[config.mk]
export PLATFORM = sky130hd
export DESIGN_NAME = uart_cmd_responder
export DESIGN_NICKNAME = d
export VERILOG_FILES = /design/src/rtl/uart_shell_pkg.sv /design/src/rtl/uart_char_xform.sv /design/src/rtl/uart_cmd_responder.sv
export SDC_FILE = /design/constraint.sdc
export NUM_CORES = 1
export LEC_CHECK = 0
export BUFFER_PORTS_ARGS = -buffer_cell sky130_fd_sc_hd__buf_4
export CAP_MARGIN = 20
export CORE_UTILIZATION = 35
export CTS_BUF_LIST = sky130_fd_sc_hd__clkbuf_8
export DETAILED_ROUTE_END_ITERATION = 8
export PLACE_DENSITY = 0.63
export SKIP_LAST_GASP = 1
export SYNTH_ARGS = -nofsm -noshare
export SYNTH_HDL_FRONTEND = slang
export SYNTH_SLANG_ARGS = --single-unit
[constraint.sdc]
create_clock -name clk -period 3.6 [get_ports clk]
set_input_delay 0.72 -clock clk [delete_from_list [all_inputs] [get_ports clk]]
set_output_delay 0.72 -clock clk [all_outputs]
set_load 0.03 [all_outputs]
[src/rtl/uart_shell_pkg.sv]
// Shared definitions for the UART command shell: FSM and opcode encodings,
// ASCII constants, default buffer layout and command keyword tables.
package uart_shell_pkg;

    typedef enum logic [2:0] {
        ST_IDLE,
        ST_DEC,
        ST_XFER,
        ST_ERR,
        ST_TAIL,
        ST_DONE
    } state_t;

    typedef enum logic [1:0] {
        OP_NONE,
        OP_UP,
        OP_REV,
        OP_ERR
    } op_t;

    localparam logic [7:0] ASCII_CR       = 8'h0D;
    localparam logic [7:0] ASCII_LF       = 8'h0A;
    localparam logic [7:0] ASCII_BS       = 8'h08;
    localparam logic [7:0] ASCII_SPACE    = 8'h20;
    localparam logic [7:0] ASCII_A_LO     = 8'h61;
    localparam logic [7:0] ASCII_Z_LO     = 8'h7A;
    localparam logic [7:0] ASCII_CASE_OFS = 8'h20;

    localparam int DEFAULT_LEN        = 256;
    localparam int DEFAULT_RXSTR_BASE = 0;
    localparam int DEFAULT_TXSTR_BASE = 128;

    // Keyword bytes "up " and "rev "; the unused fourth "up" slot never takes part in a match.
    function automatic logic [7:0] up_keyword(input logic [1:0] k);
        case (k)
            2'd0:    return 8'h75;
            2'd1:    return 8'h70;
            default: return ASCII_SPACE;
        endcase
    endfunction

    function automatic logic [7:0] rev_keyword(input logic [1:0] k);
        case (k)
            2'd0:    return 8'h72;
            2'd1:    return 8'h65;
            2'd2:    return 8'h76;
            default: return ASCII_SPACE;
        endcase
    endfunction

    function automatic logic [7:0] err_text(input logic [1:0] k);
        return (k == 2'd0) ? 8'h45 : 8'h52;
    endfunction

endpackage

[src/rtl/uart_char_xform.sv]
// Per-character mapping applied while copying a command argument into the
// response buffer; purely combinational.
module uart_char_xform
    import uart_shell_pkg::*;
#(
    parameter int WIDTH = 8
) (
    input  op_t              op,
    input  logic [WIDTH-1:0] char_in,
    output logic [WIDTH-1:0] char_out
);

    always_comb begin
        char_out = char_in;
        if (op == OP_UP && char_in >= WIDTH'(ASCII_A_LO) && char_in <= WIDTH'(ASCII_Z_LO)) begin
            char_out = char_in - WIDTH'(ASCII_CASE_OFS);
        end
    end

endmodule

[src/rtl/uart_cmd_responder.sv]
// Decodes a command line from the RX region of the shared line RAM, executes
// it and writes the CR LF terminated response into the TX region.
module uart_cmd_responder
    import uart_shell_pkg::*;
#(
    parameter int  WIDTH      = 8,
    parameter int  LEN        = DEFAULT_LEN,
    parameter int  RXSTR_BASE = DEFAULT_RXSTR_BASE,
    parameter int  TXSTR_BASE = DEFAULT_TXSTR_BASE,
    parameter int  TX_CAP     = LEN - TXSTR_BASE,
    localparam int AW         = $clog2(LEN - 1) + 1
) (
    input  logic             clk,
    input  logic             rst_n,
    input  logic             cmd_valid,
    input  logic [AW-1:0]    cmd_len,
    output logic             msg_valid,
    output logic [AW-1:0]    msg_len,
    output logic [AW-1:0]    mem_addr,
    output logic [WIDTH-1:0] mem_din,
    output logic             mem_we,
    input  logic [WIDTH-1:0] mem_dout,
    output logic             busy
);

    localparam logic [AW-1:0] RX_BASE = AW'(RXSTR_BASE);
    localparam logic [AW-1:0] TX_BASE = AW'(TXSTR_BASE);
    localparam logic [AW-1:0] MAX_N   = AW'(TX_CAP - 2);

    state_t           state;
    op_t              op;
    op_t              dec_op;
    logic [AW-1:0]    len;
    logic [AW-1:0]    n;
    logic [AW-1:0]    dec_n;
    logic [AW-1:0]    idx;
    logic [AW-1:0]    next_src;
    logic [2:0]       dec_cnt;
    logic [1:0]       dec_k;
    logic             match_up;
    logic             match_rev;
    logic             wr_phase;
    logic             lf_phase;
    logic             xfer_wr;
    logic [WIDTH-1:0] din_reg;
    logic [WIDTH-1:0] xform_out;

    function automatic logic [AW-1:0] clamp_n(input logic [AW-1:0] v);
        return (v > MAX_N) ? MAX_N : v;
    endfunction

    uart_char_xform #(
        .WIDTH(WIDTH)
    ) u_xform (
        .op      (op),
        .char_in (mem_dout),
        .char_out(xform_out)
    );

    // Copied characters come straight from the RAM read port during the write cycle.
    assign mem_din = xfer_wr ? xform_out : din_reg;
    assign dec_k   = dec_cnt[1:0] - 2'd1;

    always_comb begin
        next_src = RX_BASE + AW'(3) + idx + AW'(1);
        if (op == OP_REV) begin
            next_src = RX_BASE + len - AW'(1) - (idx + AW'(1));
        end
    end

    // Final verdict in the last DEC cycle, when byte 3 is on mem_dout.
    always_comb begin
        dec_op = OP_ERR;
        dec_n  = '0;
        if (len >= AW'(3) && match_up) begin
            dec_op = OP_UP;
            dec_n  = clamp_n(len - AW'(3));
        end else if (len >= AW'(4) && match_rev && mem_dout == WIDTH'(ASCII_SPACE)) begin
            dec_op = OP_REV;
            dec_n  = clamp_n(len - AW'(4));
        end else if (len == '0) begin
            dec_op = OP_NONE;
        end
    end

    always_ff @(posedge clk or negedge rst_n) begin
        if (!rst_n) begin
            state     <= ST_IDLE;
            op        <= OP_NONE;
            len       <= '0;
            n         <= '0;
            idx       <= '0;
            dec_cnt   <= '0;
            match_up  <= 1'b0;
            match_rev <= 1'b0;
            wr_phase  <= 1'b0;
            lf_phase  <= 1'b0;
            xfer_wr   <= 1'b0;
            din_reg   <= '0;
            mem_addr  <= '0;
            mem_we    <= 1'b0;
            msg_valid <= 1'b0;
            msg_len   <= '0;
            busy      <= 1'b0;
        end else begin
            msg_valid <= 1'b0;
            mem_we    <= 1'b0;
            xfer_wr   <= 1'b0;
            din_reg   <= '0;
            case (state)
                ST_IDLE: begin
                    if (cmd_valid) begin
                        len       <= cmd_len;
                        busy      <= 1'b1;
                        dec_cnt   <= '0;
                        match_up  <= 1'b1;
                        match_rev <= 1'b1;
                        mem_addr  <= RX_BASE;
                        state     <= ST_DEC;
                    end
                end
                ST_DEC: begin
                    dec_cnt <= dec_cnt + 3'd1;
                    if (dec_cnt < 3'd3) begin
                        mem_addr <= RX_BASE + AW'(dec_cnt) + AW'(1);
                    end
                    if (dec_cnt != 3'd0 && dec_cnt < 3'd4) begin
                        match_up  <= match_up  & (dec_k == 2'd3 || mem_dout == WIDTH'(up_keyword(dec_k)));
                        match_rev <= match_rev & (mem_dout == WIDTH'(rev_keyword(dec_k)));
                    end
                    if (dec_cnt == 3'd4) begin
                        op       <= dec_op;
                        idx      <= '0;
                        wr_phase <= 1'b0;
                        if (dec_op == OP_ERR) begin
                            n        <= AW'(3);
                            mem_addr <= TX_BASE;
                            din_reg  <= WIDTH'(err_text(2'd0));
                            mem_we   <= 1'b1;
                            state    <= ST_ERR;
                        end else if (dec_n == '0) begin
                            n        <= '0;
                            lf_phase <= 1'b0;
                            mem_addr <= TX_BASE;
                            din_reg  <= WIDTH'(ASCII_CR);
                            mem_we   <= 1'b1;
                            state    <= ST_TAIL;
                        end else begin
                            n        <= dec_n;
                            mem_addr <= (dec_op == OP_UP) ? RX_BASE + AW'(3) : RX_BASE + len - AW'(1);
                            state    <= ST_XFER;
                        end
                    end
                end
                ST_XFER: begin
                    if (!wr_phase) begin
                        wr_phase <= 1'b1;
                        mem_addr <= TX_BASE + idx;
                        mem_we   <= 1'b1;
                        xfer_wr  <= 1'b1;
                    end else begin
                        wr_phase <= 1'b0;
                        idx      <= idx + AW'(1);
                        if (idx + AW'(1) == n) begin
                            lf_phase <= 1'b0;
                            mem_addr <= TX_BASE + n;
                            din_reg  <= WIDTH'(ASCII_CR);
                            mem_we   <= 1'b1;
                            state    <= ST_TAIL;
                        end else begin
                            mem_addr <= next_src;
                        end
                    end
                end
                ST_ERR: begin
                    mem_we <= 1'b1;
                    if (idx == AW'(2)) begin
                        lf_phase <= 1'b0;
                        mem_addr <= TX_BASE + AW'(3);
                        din_reg  <= WIDTH'(ASCII_CR);
                        state    <= ST_TAIL;
                    end else begin
                        idx      <= idx + AW'(1);
                        mem_addr <= TX_BASE + idx + AW'(1);
                        din_reg  <= WIDTH'(err_text(2'(idx + AW'(1))));
                    end
                end
                ST_TAIL: begin
                    if (!lf_phase) begin
                        lf_phase <= 1'b1;
                        mem_addr <= TX_BASE + n + AW'(1);
                        din_reg  <= WIDTH'(ASCII_LF);
                        mem_we   <= 1'b1;
                    end else begin
                        msg_valid <= 1'b1;
                        msg_len   <= n + AW'(2);
                        state     <= ST_DONE;
                    end
                end
                ST_DONE: begin
                    busy  <= 1'b0;
                    state <= ST_IDLE;
                end
                default: state <= ST_IDLE;
            endcase
        end
    end

endmodule
Yosys cells after proc, flatten, opt, wreduce, memory -nomap -nowiden. Cells that the tools add are included. W data, S select, Z words.

$lt $le $gt $ge: 8. Bitwise gates (word level): 2. Add/subtract/negate cells: 16. Equal/unequal tests: 30. Reduce and logical (&&, ||, !) cells: 30. Mux-type cells: 79.

Operators with widths (count): $mux W9 (20); $mux W8 (6); $pmux W9 S5 (1); $add A9 B1 Y9 const B (4); $pmux W7 S4 (1); $mux W3 (9); $pmux W9 S3 (1); $ne A2 B2 Y1 const B (11); $mux W7 (3); $pmux W7 S3 (1); $mux W1 (20); $add A8 B9 Y9 const A (2); $gt A9 B7 Y1 const B (2); $logic_not A9 Y1 (2); $eq A8 B8 Y1 (2); $mux W4 (4); $pmux W3 S5 (1); $pmux W7 S2 (1); $reduce_and A2 Y1 (6); $add A2 B9 Y9 const A (1); $add A9 B2 Y9 const B (1); $eq A3 B3 Y1 const B (3); $eq A9 B2 Y1 const B (1); $eq A9 B9 Y1 (1); other kinds (38) (61).

Output and inout bits: 29. Logic and storage cells: 182. Register bits: 69.

Longest topological paths before layout.
Depth after elaboration: 11. Mapped depth: 15. Gate-level depth less buffers: 14.

Cells and area by module. A second synthesis with hierarchy kept.

Cell total of the unflattened synthesis: 722. Area total of the unflattened synthesis: 5811.8 µm².

Modules (own cells, without submodules): uart_cmd_responder (instances 1, seq. area each 1651.6 µm², cells each 704, area each 5680.4 µm²); uart_char_xform (instances 1, seq. area each 0.0 µm², cells each 18, area each 131.4 µm²).

Worst setup path before layout. Ideal clock, no wire load.

Path kind: flip-flop to flip-flop. From: register len[2]. To: register mem_addr[8]. Cell stages (with the launch flop): 16. Arrival: 3.170 ns. Slack: 0.359 ns. Path through: dfrtp_1 > buf_1 > inv_1 > ha_1 > clkbuf_1 > nand2_1 > o31ai_1 > o21ai_0 > ha_1 > or3_1 > nor3_1 > o2bb2ai_1 > and3_1 > or3_1 > a31o_1 > nand4_1.

Longest elaborated chain between the ends: 11. Elaborated cells on any way between the ends: 30.

RTL lines: start, declared (RTL line uart_cmd_responder.sv:33) `logic [AW-1:0] len;`; start signal, assigned (RTL line uart_cmd_responder.sv:113) `len <= cmd_len;`; branches (longest 10 deep; another with $sub A9 B3 Y9); $pmux W9 S5 (*) (RTL line uart_cmd_responder.sv:110) `case (state)`; end signal, assigned (RTL line uart_cmd_responder.sv:125) `mem_addr <= RX_BASE + AW'(dec_cnt) + AW'(1);`; end signal, assigned (RTL line uart_cmd_responder.sv:150) `mem_addr <= (dec_op == OP_UP) ? RX_BASE + AW'(3) : RX_BASE + len - AW'(1);`; end signal, assigned (RTL line uart_cmd_responder.sv:158) `mem_addr <= TX_BASE + idx;`; end, declared (RTL line uart_cmd_responder.sv:19) `output logic [AW-1:0] mem_addr,`.

Every way passes the cells marked *. A chain may end at the register's enable or synchronous reset.

Worst setup path after layout.
From: register len[3]. To: register mem_addr[8].

Same word-level chain as after synthesis.

==> results.toml <==
[sta]
rsz0062_at_grt = "no"
final.min_clock_period_ns = 3.32
hold_viol = 0
timing.final.crit_share = 0.921
fin_worst_skew_ns = 0.00950
finalSetupViolations = 0
fmax_mhz = 302
worst_pin_slew_ns = 0.877
final_max_slew_viol_count = 0
tns_ns = 0
slew_headroom = 0.416

[hold_path]
hp-class = "input port to async pin"

[clock_tree]
cts_buffers = 9
cts_hold_buf = 0
clock-sinks = 66
cts-root-buf = "clkbuf_8"
htree_num_levels = 3
clk_pin_slew_ns = 0.09
clockBufferDepth = 2
cts_setup_buffers = 0
cts_repair_resize_count = 0
clk_latency_ns = 0.38
tritoncts = "built"

[logic_synthesis]
yosys.area.top_type = "dfrtp_1"
ys_async_sr_fraction = 1.00
ys_warn_count = 0
synth_edf_count = 0
ys_top_cells_by_area = "dfrtp_1 29%, nand2_1 6.7%, ha_1 6.1%"
synth_most_common_cell = "nand2_1"
ys_types = 78
synthesis.area_um2 = 5790
synthTopCellsByCount = "104 x nand2_1, 66 x dfrtp_1, 58 x o21ai_0"
syn_inst = 722
avgSynthCellArea_um2 = 8.01
synth_fp_nets = 771
synth_top_flop_cell = "dfrtp_1"
synth_seq_cells = 66
synthDominantCellAreaShare = 0.285
ys_seq_area_frac = 0.285

[floorplan]
dieArea_um2 = 17000
ios = 49
fp.dieW_um = 131
die_h_um = 131
coreArea_um2 = 16000
initial_core_util = 0.362
num_rows = 46

[power]
ir_drop_mv = 0.136
p_per_area_nw_per_um2 = 264
p_total_mw = 1.77
p_leak_nw = 2.89

[routing]
wl_per_cell_um = 18.7
drtIter0Drc = 575
vias = 5684
drtAntennaViolNets = 0
drc = 0
routed_via_density = 5.77
drt-total-wl_mm = 18.4
drt_first_pass_iters = 6

[job]
cap_violations = 0

[placement]
dp.cells = 969
placed_area_um2 = 6470
dp_hpwl_mm = 13.8
port_buffers = 48
gp_congestion = 0.940

[global_routing]
grt_pass1_vias = 5221
grt-ovfl-total = 0
grt_pass1_wl_mm = 29.1
grt_usage = 0.226
antenna_found_initial = 0
grt_max_degree = 67

[finish]
n_antenna_cell = 0
layout-drive-gt1-share = 0.176
area_growth_pct = 15.8
fin_cells = 985
n_fill_cell = 1688
final_nets = 813
fin_area_um2 = 6700

[setup_path]
crit_path_end_kind = "flip-flop"
cp.arrival_ns = 3.63
cp.required_ns = 3.92
path_class = "flip-flop to flip-flop"
path_max_fanout = 7
start_kind = "flip-flop"

[run_status]
outcome = "completed"
[cells by family (layout without fill, tap and decap cells)]
family,count (synthesis),in the layout,synth area share
buffers and inverters,74,121,0.0508
DFF,66,66,0.285
adders and majority gates,29,29,0.0640
and+or+nand+nor,287,287,0.254
xor gates and xnor gates,49,49,0.0815
AOI/OAI and AO/OA,203,203,0.239
muxes,14,14,0.0257
[report_power, final]
group	internal [mW]	switching (mW)
clock network	0.396	0.348
registers	0.748	0.0111
logic	0.106	0.161
total	1.25	0.520
[layout make-up]
cell class                      instances  area [um2]  area share
Clock inverter                          7         100      0.0149
Timing Repair Buffer                   83         623      0.0930
Multi-Input combinational cell        582        3850       0.574
Clock buffer                            9         124      0.0185
Inverter                               22        82.6      0.0123
Sequential cell                        66        1650       0.246
Tap cell                              216         270      0.0403
[worst paths after layout]
check	start	to	slack, ns	cells after the start
setup / recovery	len[3]	mem_addr[8]	0.28	14
hold / removal	rst_n	dec_cnt[0]	0.46	1
setup reg to reg	len[3]	mem_addr[8]	0.28	14
hold reg to reg	msg_len[0]	msg_len[0]	0.48	2
max in group asynchronous	rst_n	idx[8]	2.56	1
min in group clk	msg_len[0]	msg_len[0]	0.48	2
[metrics by stage]
stage | hold WS [ns] | utilization | setup WS, ns
finish | 0.461 | 0.419 | 0.283
global route | 0.523 | 0.419 | 0.0104
CTS | 0.487 | 0.419 | 0.257
detailed placement | 0.465 | 0.405 | 0.296
global placement | 0.464 | 0.405 | 0.339
floorplan | 0.424 | - | 0.359
[worst max-delay path: stages (launching register included)]
cell and delay [ns]:
dfrtp_1 0.47, inv_1 0.15, ha_1 0.28, nand2b_1 0.20, nand2_1 0.13, o31ai_1 0.20, o21ai_0 0.16, ha_1 0.26
or3_1 0.37, nor3_2 0.17, o2bb2ai_1 0.11, and3_1 0.18, or3_1 0.30, a31o_1 0.21, nand4_1 0.06
[cell usage in the layout (no fill, tap or decap), types with 8 or more instances in the layout]
cell type,count
nand4_1,12
inv_1,22
ha_1,28
xnor2_1,24
nand3_1,22
dfrtp_1,66
and3_1,12
nand2_1,104
clkbuf_8,9
a31oi_1,10
o22ai_1,8
o21ai_0,58
nand2b_1,14
a21oi_1,34
o31ai_1,18
and2_1,8
nor2_1,48
buf_4,83
nor3_1,14
xor2_1,22
or3_1,11
[metal layers]
layer	GRT usage	share of wire	vias to the layer above
li1	-	-	2695
met1	0.315	0.46	2733
met2	0.345	0.44	216
met3	0.0464	0.066	40
met4	0.0764	0.026	0
met5	0	0	-
Note: power is estimated with default switching activity, not from simulation.
